**config.mk**
```make
export PLATFORM = sky130hd
export DESIGN_NAME = pc_fetch_unit
export DESIGN_NICKNAME = d
export VERILOG_FILES = /design/src/rtl/pc_fetch_unit.sv
export SDC_FILE = /design/constraint.sdc
export NUM_CORES = 1
export LEC_CHECK = 0
export ABC_AREA = 1
export CORE_ASPECT_RATIO = 0.9
export CORE_UTILIZATION = 35
export CTS_BUF_LIST = sky130_fd_sc_hd__clkbuf_8
export DETAILED_ROUTE_END_ITERATION = 8
export GPL_ROUTABILITY_DRIVEN = 0
export GPL_TIMING_DRIVEN = 0
export HOLD_SLACK_MARGIN = 0.15
export PLACE_DENSITY = 0.61
export SLEW_MARGIN = 20
export SYNTH_ARGS = -nofsm -noshare
export SYNTH_HDL_FRONTEND = slang
export SYNTH_SLANG_ARGS = --single-unit
```
**constraint.sdc**
```tcl
create_clock -name clk_i -period 1.6 [get_ports clk_i]
set_input_delay 0.32 -clock clk_i [delete_from_list [all_inputs] [get_ports clk_i]]
set_output_delay 0.32 -clock clk_i [all_outputs]
set_load 0.02 [all_outputs]
```
**src/rtl/pc_fetch_unit.sv**
```systemverilog
// rtl/pc_fetch_unit.sv - IF-stage PC owner and req/ack instruction fetcher feeding IF/ID
module pc_fetch_unit #(
    parameter logic [31:0] RESET_PC = 32'h00000000,
    parameter logic [31:0] BUBBLE   = 32'hFC000000,
    parameter int          MAX_WAIT = 15
) (
    input  logic        clk_i,
    input  logic        rst_i,
    input  logic        hd_i,
    input  logic        branch_i,
    input  logic [31:0] branch_addr_i,
    input  logic        jump_i,
    input  logic [25:0] jump_idx_i,
    input  logic [31:0] id_pc4_i,
    output logic        imem_req_o,
    output logic [31:0] imem_addr_o,
    input  logic        imem_ack_i,
    input  logic [31:0] imem_data_i,
    output logic [31:0] inst_addr_o,
    output logic [31:0] inst_o,
    output logic        timeout_o
);

    localparam int CW = $clog2(MAX_WAIT + 1);

    typedef enum logic [1:0] {IDLE, FETCH, DISCARD, HOLD} state_t;

    state_t        state, state_n;
    logic          req, req_n;
    logic [31:0]   req_addr, req_addr_n;
    logic [31:0]   pc, pc_n;
    logic [31:0]   inst, inst_n;
    logic [31:0]   iaddr, iaddr_n;
    logic [31:0]   hold_buf, hold_n;
    logic [CW-1:0] cnt, cnt_n;
    logic          timeout, timeout_n;

    logic          redirect;
    logic [31:0]   target;

    assign redirect    = branch_i | jump_i;
    assign target      = branch_i ? branch_addr_i : {id_pc4_i[31:28], jump_idx_i, 2'b00};

    assign imem_req_o  = req;
    assign imem_addr_o = req_addr;
    assign inst_o      = inst;
    assign inst_addr_o = iaddr;
    assign timeout_o   = timeout;

    always_ff @(posedge clk_i) begin
        if (rst_i) begin
            state    <= IDLE;
            req      <= 1'b0;
            req_addr <= RESET_PC;
            pc       <= RESET_PC;
            inst     <= BUBBLE;
            iaddr    <= 32'h0;
            hold_buf <= BUBBLE;
            cnt      <= '0;
            timeout  <= 1'b0;
        end else begin
            state    <= state_n;
            req      <= req_n;
            req_addr <= req_addr_n;
            pc       <= pc_n;
            inst     <= inst_n;
            iaddr    <= iaddr_n;
            hold_buf <= hold_n;
            cnt      <= cnt_n;
            timeout  <= timeout_n;
        end
    end

    always_comb begin
        state_n    = state;
        req_n      = req;
        req_addr_n = req_addr;
        pc_n       = pc;
        inst_n     = inst;
        iaddr_n    = iaddr;
        hold_n     = hold_buf;
        cnt_n      = cnt;
        timeout_n  = timeout;

        // Wait counter only tracks cycles where a request is actually outstanding.
        if (req && !imem_ack_i) begin
            if (cnt != CW'(MAX_WAIT)) begin
                cnt_n = cnt + 1'b1;
            end
            if (cnt_n == CW'(MAX_WAIT)) begin
                timeout_n = 1'b1;
            end
        end else if (req && imem_ack_i) begin
            cnt_n = '0;
        end

        case (state)
            IDLE: begin
                state_n    = FETCH;
                req_n      = 1'b1;
                req_addr_n = pc;
            end
            FETCH: begin
                if (!req) begin
                    // Idle slot between requests; a redirect here just retargets the next one.
                    if (redirect) begin
                        pc_n   = target;
                        inst_n = BUBBLE;
                    end else begin
                        req_n      = 1'b1;
                        req_addr_n = pc;
                        if (!hd_i) begin
                            inst_n = BUBBLE;
                        end
                    end
                end else if (redirect) begin
                    pc_n   = target;
                    inst_n = BUBBLE;
                    if (imem_ack_i) begin
                        req_n = 1'b0;
                    end else begin
                        state_n = DISCARD;
                    end
                end else if (imem_ack_i) begin
                    req_n = 1'b0;
                    if (hd_i) begin
                        hold_n  = imem_data_i;
                        state_n = HOLD;
                    end else begin
                        inst_n  = imem_data_i;
                        iaddr_n = req_addr + 32'd4;
                        pc_n    = req_addr + 32'd4;
                    end
                end else if (!hd_i) begin
                    inst_n = BUBBLE;
                end
            end
            DISCARD: begin
                if (redirect) begin
                    pc_n   = target;
                    inst_n = BUBBLE;
                end
                if (imem_ack_i) begin
                    req_n   = 1'b0;
                    state_n = FETCH;
                end
            end
            HOLD: begin
                if (redirect) begin
                    pc_n    = target;
                    inst_n  = BUBBLE;
                    state_n = FETCH;
                end else if (!hd_i) begin
                    inst_n  = hold_buf;
                    iaddr_n = req_addr + 32'd4;
                    pc_n    = req_addr + 32'd4;
                    state_n = FETCH;
                end
            end
            default: state_n = IDLE;
        endcase
    end

endmodule
```
==> flow_metrics.tcl, run 1 <==
set metrics [dict create \
    crit_path_cell_trace "buf_6, ha_4, nand2_4, nor2_4, nand2_4, nor2_4, nand2_1, nand3_2, nand2_1, nand2_1, nand2_1, a21oi_1" \
    yosysSeqAreaShare 0.407 \
    clock_latency_ps 470 \
    top_usage_layer "met2" \
    ys_ff_latch 168 \
    drtPass1Iterations 5 \
    slew_headroom 0.455 \
    grt_overflow 0 \
    drive_gt1_frac 0.261 \
    grt_use_met2 0.390 \
    synth-compound-area-share 0.249 \
    dieArea_sq_um 24200 \
    critPathMostFrequentCell "nand2_1" \
    worst_pin_slew_ps 818 \
    synth-adder-area-share 0.00303 \
    clock-sinks 168 \
    arrival_ps 2150 \
    die_height_um 148 \
    critPathSlowestCell "dfxtp_4" \
    drt_iter0_markers 944 \
    status "finished with violations" \
    gr-usage-met1 0.383 \
    ys.warnings.count 0 \
    power_density_nw_per_um2 903 \
    rows 52 \
    setup_viol 41 \
    clk_pin_slew_worst_paths_ps 110 \
    cts_buffers 17 \
    async_flop_share 0 \
    vias 9744 \
    drc 0 \
    area_growth_pct 54.9 \
    grt_usage 0.266 \
    crit_fanout 6 \
    grt_pass1_vias 8653 \
    skew_ps 14.1 \
    critPathLaunchType "flop" \
    synthFlopType "dfxtp_1" \
    synth_mux_area_frac 0.00242 \
    placed_cell_area_sq_um 10600 \
    final_area_sq_um 12800 \
    hp-class "in2reg" \
    antenna_found_initial 1 \
    via_per_inst 5.38 \
    p_total_mw 11.6 \
    post-route-min-period_ps 1740 \
    finalWirelength_um 33900 \
    synth_edf_count 0 \
    cp_top_family "simple AND/OR/NAND/NOR gates" \
    ctsHoldBuffers 0 \
    dp_slack_ps -1160 \
    violations "negative setup slack" \
    finalHoldViolCount 0 \
    dp_cells 1694 \
    grtUsageMet3 0.0662 \
    nets 1629 \
    critPathRequiredTime_ps 2010 \
    finish.utilization 0.561 \
    drv_slew 0 \
    final_cells 1810 \
    cts_tree "yes" \
    ir_worst_vdd_v 0.000517 \
    critPathMaxStageDelay_ps 360 \
    coreArea_sq_um 22800 \
    fillCellCount 2161 \
    detail-route-antenna-nets 0 \
    rsz0062_at_grt "true" \
    synth_top_family_by_area "compound AO/OA/AOI/OAI gates" \
    cp_num_buf_inv 1 \
    period_share 1.09 \
    synth.avg_cell_area_sq_um 6.89 \
    start_util 0.362 \
    portBuffers 197 \
    synthSimpleGateAreaFrac 0.230 \
    wl_per_cell_um 18.7 \
    hpwl_um 23500 \
    die_w_um 164 \
    syn_area_sq_um 8270 \
    cts_root_buf "clkbuf_8" \
    grt_pass1_wl_um 48800 \
    synth_nets 1330 \
    end_kind "flop" \
    htreeDepth 4 \
    ys_types 45 \
    setup_ws_ps -141 \
    synthXorXnorAreaFrac 0.0138 \
    cap_violations 0 \
    path_class "reg2reg" \
    power.leakage_nw 5.47 \
    grt_max_degree 19 \
    worst_hold_slack_ps 401 \
    ios 226 \
    clock.fmax_ghz 0.574 \
    clockBufferDepth 2 \
    fin_setup_tns_ps -2520 \
    synthCells 1200 \
]
repair_timing:
action	CTS	global route
setup endpoints to repair	260	172
resized for setup	282	244
cloned	4	4
pin swaps	26	58
buffers inserted	26	53
report_power, final:
group	switching, mW	internal [mW]
Sequential	0.416	4.53
Combinational	2.05	1.51
Clock	1.89	1.17
Total	4.35	7.21
final timing paths:
| check | from | endpoint | slack, ps | cells past startpoint |
|---|---|---|---|---|
| max | imem_addr_o[2] | pc[18] | -140 | 12 |
| min | imem_data_i[16] | hold_buf[16] | 400 | 3 |
| max reg2reg | imem_addr_o[2] | pc[18] | -140 | 12 |
| min reg2reg | timeout_o | timeout_o | 450 | 2 |
sequential cells by signal, summed over array words and instances, names as in the netlist:
signal / flops
inst_addr_o: 32
timeout_o: 1
state: 2
pc: 32
inst_o: 32
hold_buf: 32
imem_addr_o: 32
cnt: 4
imem_req_o: 1
final cells by class:
cell class,count,area (sq um),share of cell area
Multi-Input combinational cell,845,4960,0.387
Sequential cell,168,3450,0.270
Timing Repair Buffer,280,2630,0.206
Buffer,66,498,0.0389
Inverter,121,498,0.0389
Tap cell,297,372,0.0290
Clock buffer,17,234,0.0183
Clock inverter,15,153,0.0119
Antenna cell,1,2.50,0.000195
worst register-to-register path, cell delays in order (launching register included):
cell and delay, ps:
dfxtp_4 360, buf_6 110, ha_4 150, nand2_4 50
nor2_4 120, nand2_4 110, nor2_4 220, nand2_1 150
nand3_2 140, nand2_1 70, nand2_1 60, nand2_1 50
a21oi_1 110
cells in the mapped netlist (2+ instances only):
master / n / area share
a311oi_1: 2 / 0.0021
nor4_1: 2 / 0.0015
nor2_1: 115 / 0.052
o21ai_1: 8 / 0.0048
xor2_1: 9 / 0.0095
inv_1: 112 / 0.051
clkbuf_1: 35 / 0.016
o22ai_1: 8 / 0.0061
nand2_2: 2 / 0.0015
nand2_4: 2 / 0.0027
nand3_1: 49 / 0.030
nor2_4: 2 / 0.0027
o21a_1: 3 / 0.0027
dfxtp_1: 168 / 0.41
inv_4: 2 / 0.0015
o31ai_1: 25 / 0.023
a211oi_1: 6 / 0.0054
buf_6: 6 / 0.0082
nand2_1: 261 / 0.12
a31oi_1: 4 / 0.0030
buf_1: 5 / 0.0023
nand3b_1: 3 / 0.0027
nor3_1: 5 / 0.0030
xnor2_1: 4 / 0.0042
nor2_2: 6 / 0.0045
o21ai_0: 127 / 0.077
nand4_1: 6 / 0.0045
buf_2: 18 / 0.011
a2bb2oi_1: 5 / 0.0053
ha_1: 2 / 0.0030
o211ai_1: 21 / 0.019
a21oi_1: 155 / 0.094
buf_4: 3 / 0.0027
inv_2: 7 / 0.0032
mux2i_1: 2 / 0.0024
layer usage:
metal | up-vias | share of wire | wire length, um
met5 | - | 0 | 0
met1 | 4606 | 0.44 | 14900
li1 | 4606 | - | -
met4 | 0 | 0.024 | 829
met3 | 74 | 0.098 | 3320
met2 | 458 | 0.44 | 14800
logic make-up after synthesis:
family	Yosys count
and+or+nand+nor	458
AOI/OAI and AO/OA	369
buffers and inverters	188
DFF	168
xor gates and xnor gates	13
muxes	2
adders and majority gates	2
layout by cell type (no fill, tap or decap), types with 5 or more instances in the layout:
cell type	count
xor2_2	6
nand3_2	21
o211ai_1	21
buf_6	27
inv_4	6
a21oi_2	9
inv_1	105
clkbuf_8	19
buf_2	5
clkdlybuf4s15_1	8
nor2_4	20
nand2_2	33
inv_2	5
nand4_1	6
nor2_2	13
dfxtp_1	136
o22ai_1	8
nor2_1	91
o21ai_1	24
o21ai_0	95
o21ai_2	13
dfxtp_2	12
buf_4	69
a21oi_1	146
nand2_4	11
dlygate4sd2_1	77
nand2_1	219
nand3_4	6
o31ai_2	12
inv_6	5
dfxtp_4	20
buf_8	8
clkbuf_1	16
inv_8	8
clkbuf_2	21
clkdlybuf4s50_1	95
o31ai_1	13
nand3_1	23
Power figures use the tool's default switching activity.
==> run 2: changes to the inputs <==
--- a/config.mk
+++ b/config.mk
@@ -14,7 +14,6 @@
 export GPL_TIMING_DRIVEN = 0
 export HOLD_SLACK_MARGIN = 0.15
 export PLACE_DENSITY = 0.61
-export SLEW_MARGIN = 20
 export SYNTH_ARGS = -nofsm -noshare
 export SYNTH_HDL_FRONTEND = slang
 export SYNTH_SLANG_ARGS = --single-unit
==> results of run 2 <==
No change in the layout: final DEF, timing and power equal those of run 1.
==> variant: new RTL, settings of run 2 <==
The parameter `BUBBLE` goes from 32'hFC000000 to 32'h80000000.
--- a/src/rtl/pc_fetch_unit.sv
+++ b/src/rtl/pc_fetch_unit.sv
@@ -3,3 +3,3 @@
     parameter logic [31:0] RESET_PC = 32'h00000000,
-    parameter logic [31:0] BUBBLE   = 32'hFC000000,
+    parameter logic [31:0] BUBBLE   = 32'h80000000,
     parameter int          MAX_WAIT = 15
Behaviour: not the same (Yosys sat finds a counterexample within 4 cycles, from zero or initial values and one cycle with rst_i high).
==> variant against run 2 <==
- the flow still finishes with violations (negative setup slack)
- sequential cell count did not move
- cell area up 6.0%
- die area increased by 0.32%
- setup slack lost 0.047 ns
- power grew 27%
- count of clock-buffer cells in the layout stayed put
- cell count up 1.3%
- wire length is 2.9% higher
- global-route usage is 0.39 points higher
- area after synthesis is 0.33% higher
- critical path type is now in2reg
==> variant: results (changes against run 2) <==
Finish
  – # nets final: 1648 (+1.2%)
  – Clk tree area frac: 2.86% (-0.16 points)
  – Signal buf overhead: 25.1% (+0.66 points)
  – Multi-input gates: 847 (+0.24%)
  – Share of cells above drive strength 1: 31.5% (+5.4 points)
  – Antenna diodes: 0 (-1)
  – Area delta synth->final: 63.7%
  – Non-clock buffers: 361 (+4.3%)

Run status
  – Failing checks: negative setup slack
  – Status: finished, violations left

Global routing
  – Antenna violations before repair: 0 (-1)
  – First-pass GRT wire length: 49700 um (+2.0%)
  – Total GRT Usage: 27.0% (+0.39 points)
  – Met2 usage: 40.3% (+1.3 points)
  – Vias in the first global route: 8956 (+3.5%)
  – Pin count of the biggest net entering global routing: 17 (-2)

Worst setup path
  – Setup crit end: pc[5]$_SDFFE_PP0P_
  – Worst Path Arrival: 2.17 ns (+0.02 ns)
  – Reg2reg start: imem_addr_o[10]$_SDFFE_PP0P_
  – CP max-delay cell: dlygate4sd2_1
  – RR Endpoint: pc[31]$_SDFFE_PP0P_
  – Kind of critical path: in2reg

Synth
  – Post-Syn Area per Cell: 6.83 um2 (-0.82%)
  – Net Count, Synth: 1344 (+1.1%)

Placement
  – Dpl ws: -1.10 ns (+0.0531 ns)
  – DP HPWL: 22900 um (-2.8%)
  – Placed cells: 1712 (+1.1%)

Timing
  – Total negative setup slack: -8.61 ns (-6.09 ns)
  – Final WS setup: -0.189 ns (-0.0472 ns)
  – Hold WS: 0.276 ns (-0.125 ns)
  – Final Setup Violations: 95 (+130%)

Pwr
  – Leak Pwr: 5.84 nW (+6.7%)

Clock network
  – # resized after CTS: 393 (+39%)

Hold path
  – HP Start: jump_i
  – Hold endpoint: pc[4]$_SDFFE_PP0P_

Routing
  – Routed length on met1: 15000 um (+0.40%)
variant: cell types whose count changed after synthesis, sizes merged, moves of 5 or more:
cell     delta
nand3      +18
clkbuf     +16
nor2       -12
a211oi     +11
nand2      -11
o31ai       +9
a21oi       +8
o22ai       -8
buf         -7
o21ai       -7
a2bb2oi     -5
variant: cell families after synthesis:
kind of cell,Yosys count,share of synthesized area (%)
adder cells (fa/ha/maj),2,0.302
XOR/XNOR,16,1.69
flip-flops,168,40.5
AND/OR/NAND/NOR,457,22.8
AO/OA/AOI/OAI,372,25.1
buffers and inverters,199,9.58
variant: power groups by stage:
stage               combinational (mW)  clock (mW)  sequential (mW)
floorplan                         2.06           0             5.50
global placement                  4.03           0             5.32
detailed placement                4.06           0             5.32
CTS                               5.18        3.16             5.31
global route                      6.44        3.35             5.52
finish                            6.10        3.14             5.46
variant: tightest hold or removal path, cell delays in order:
cell      delay [ns]
buf_12          0.12
nand2_1         0.06
o221ai_1        0.06
nand2_1         0.05
nand2_1         0.05
a21oi_1         0.03
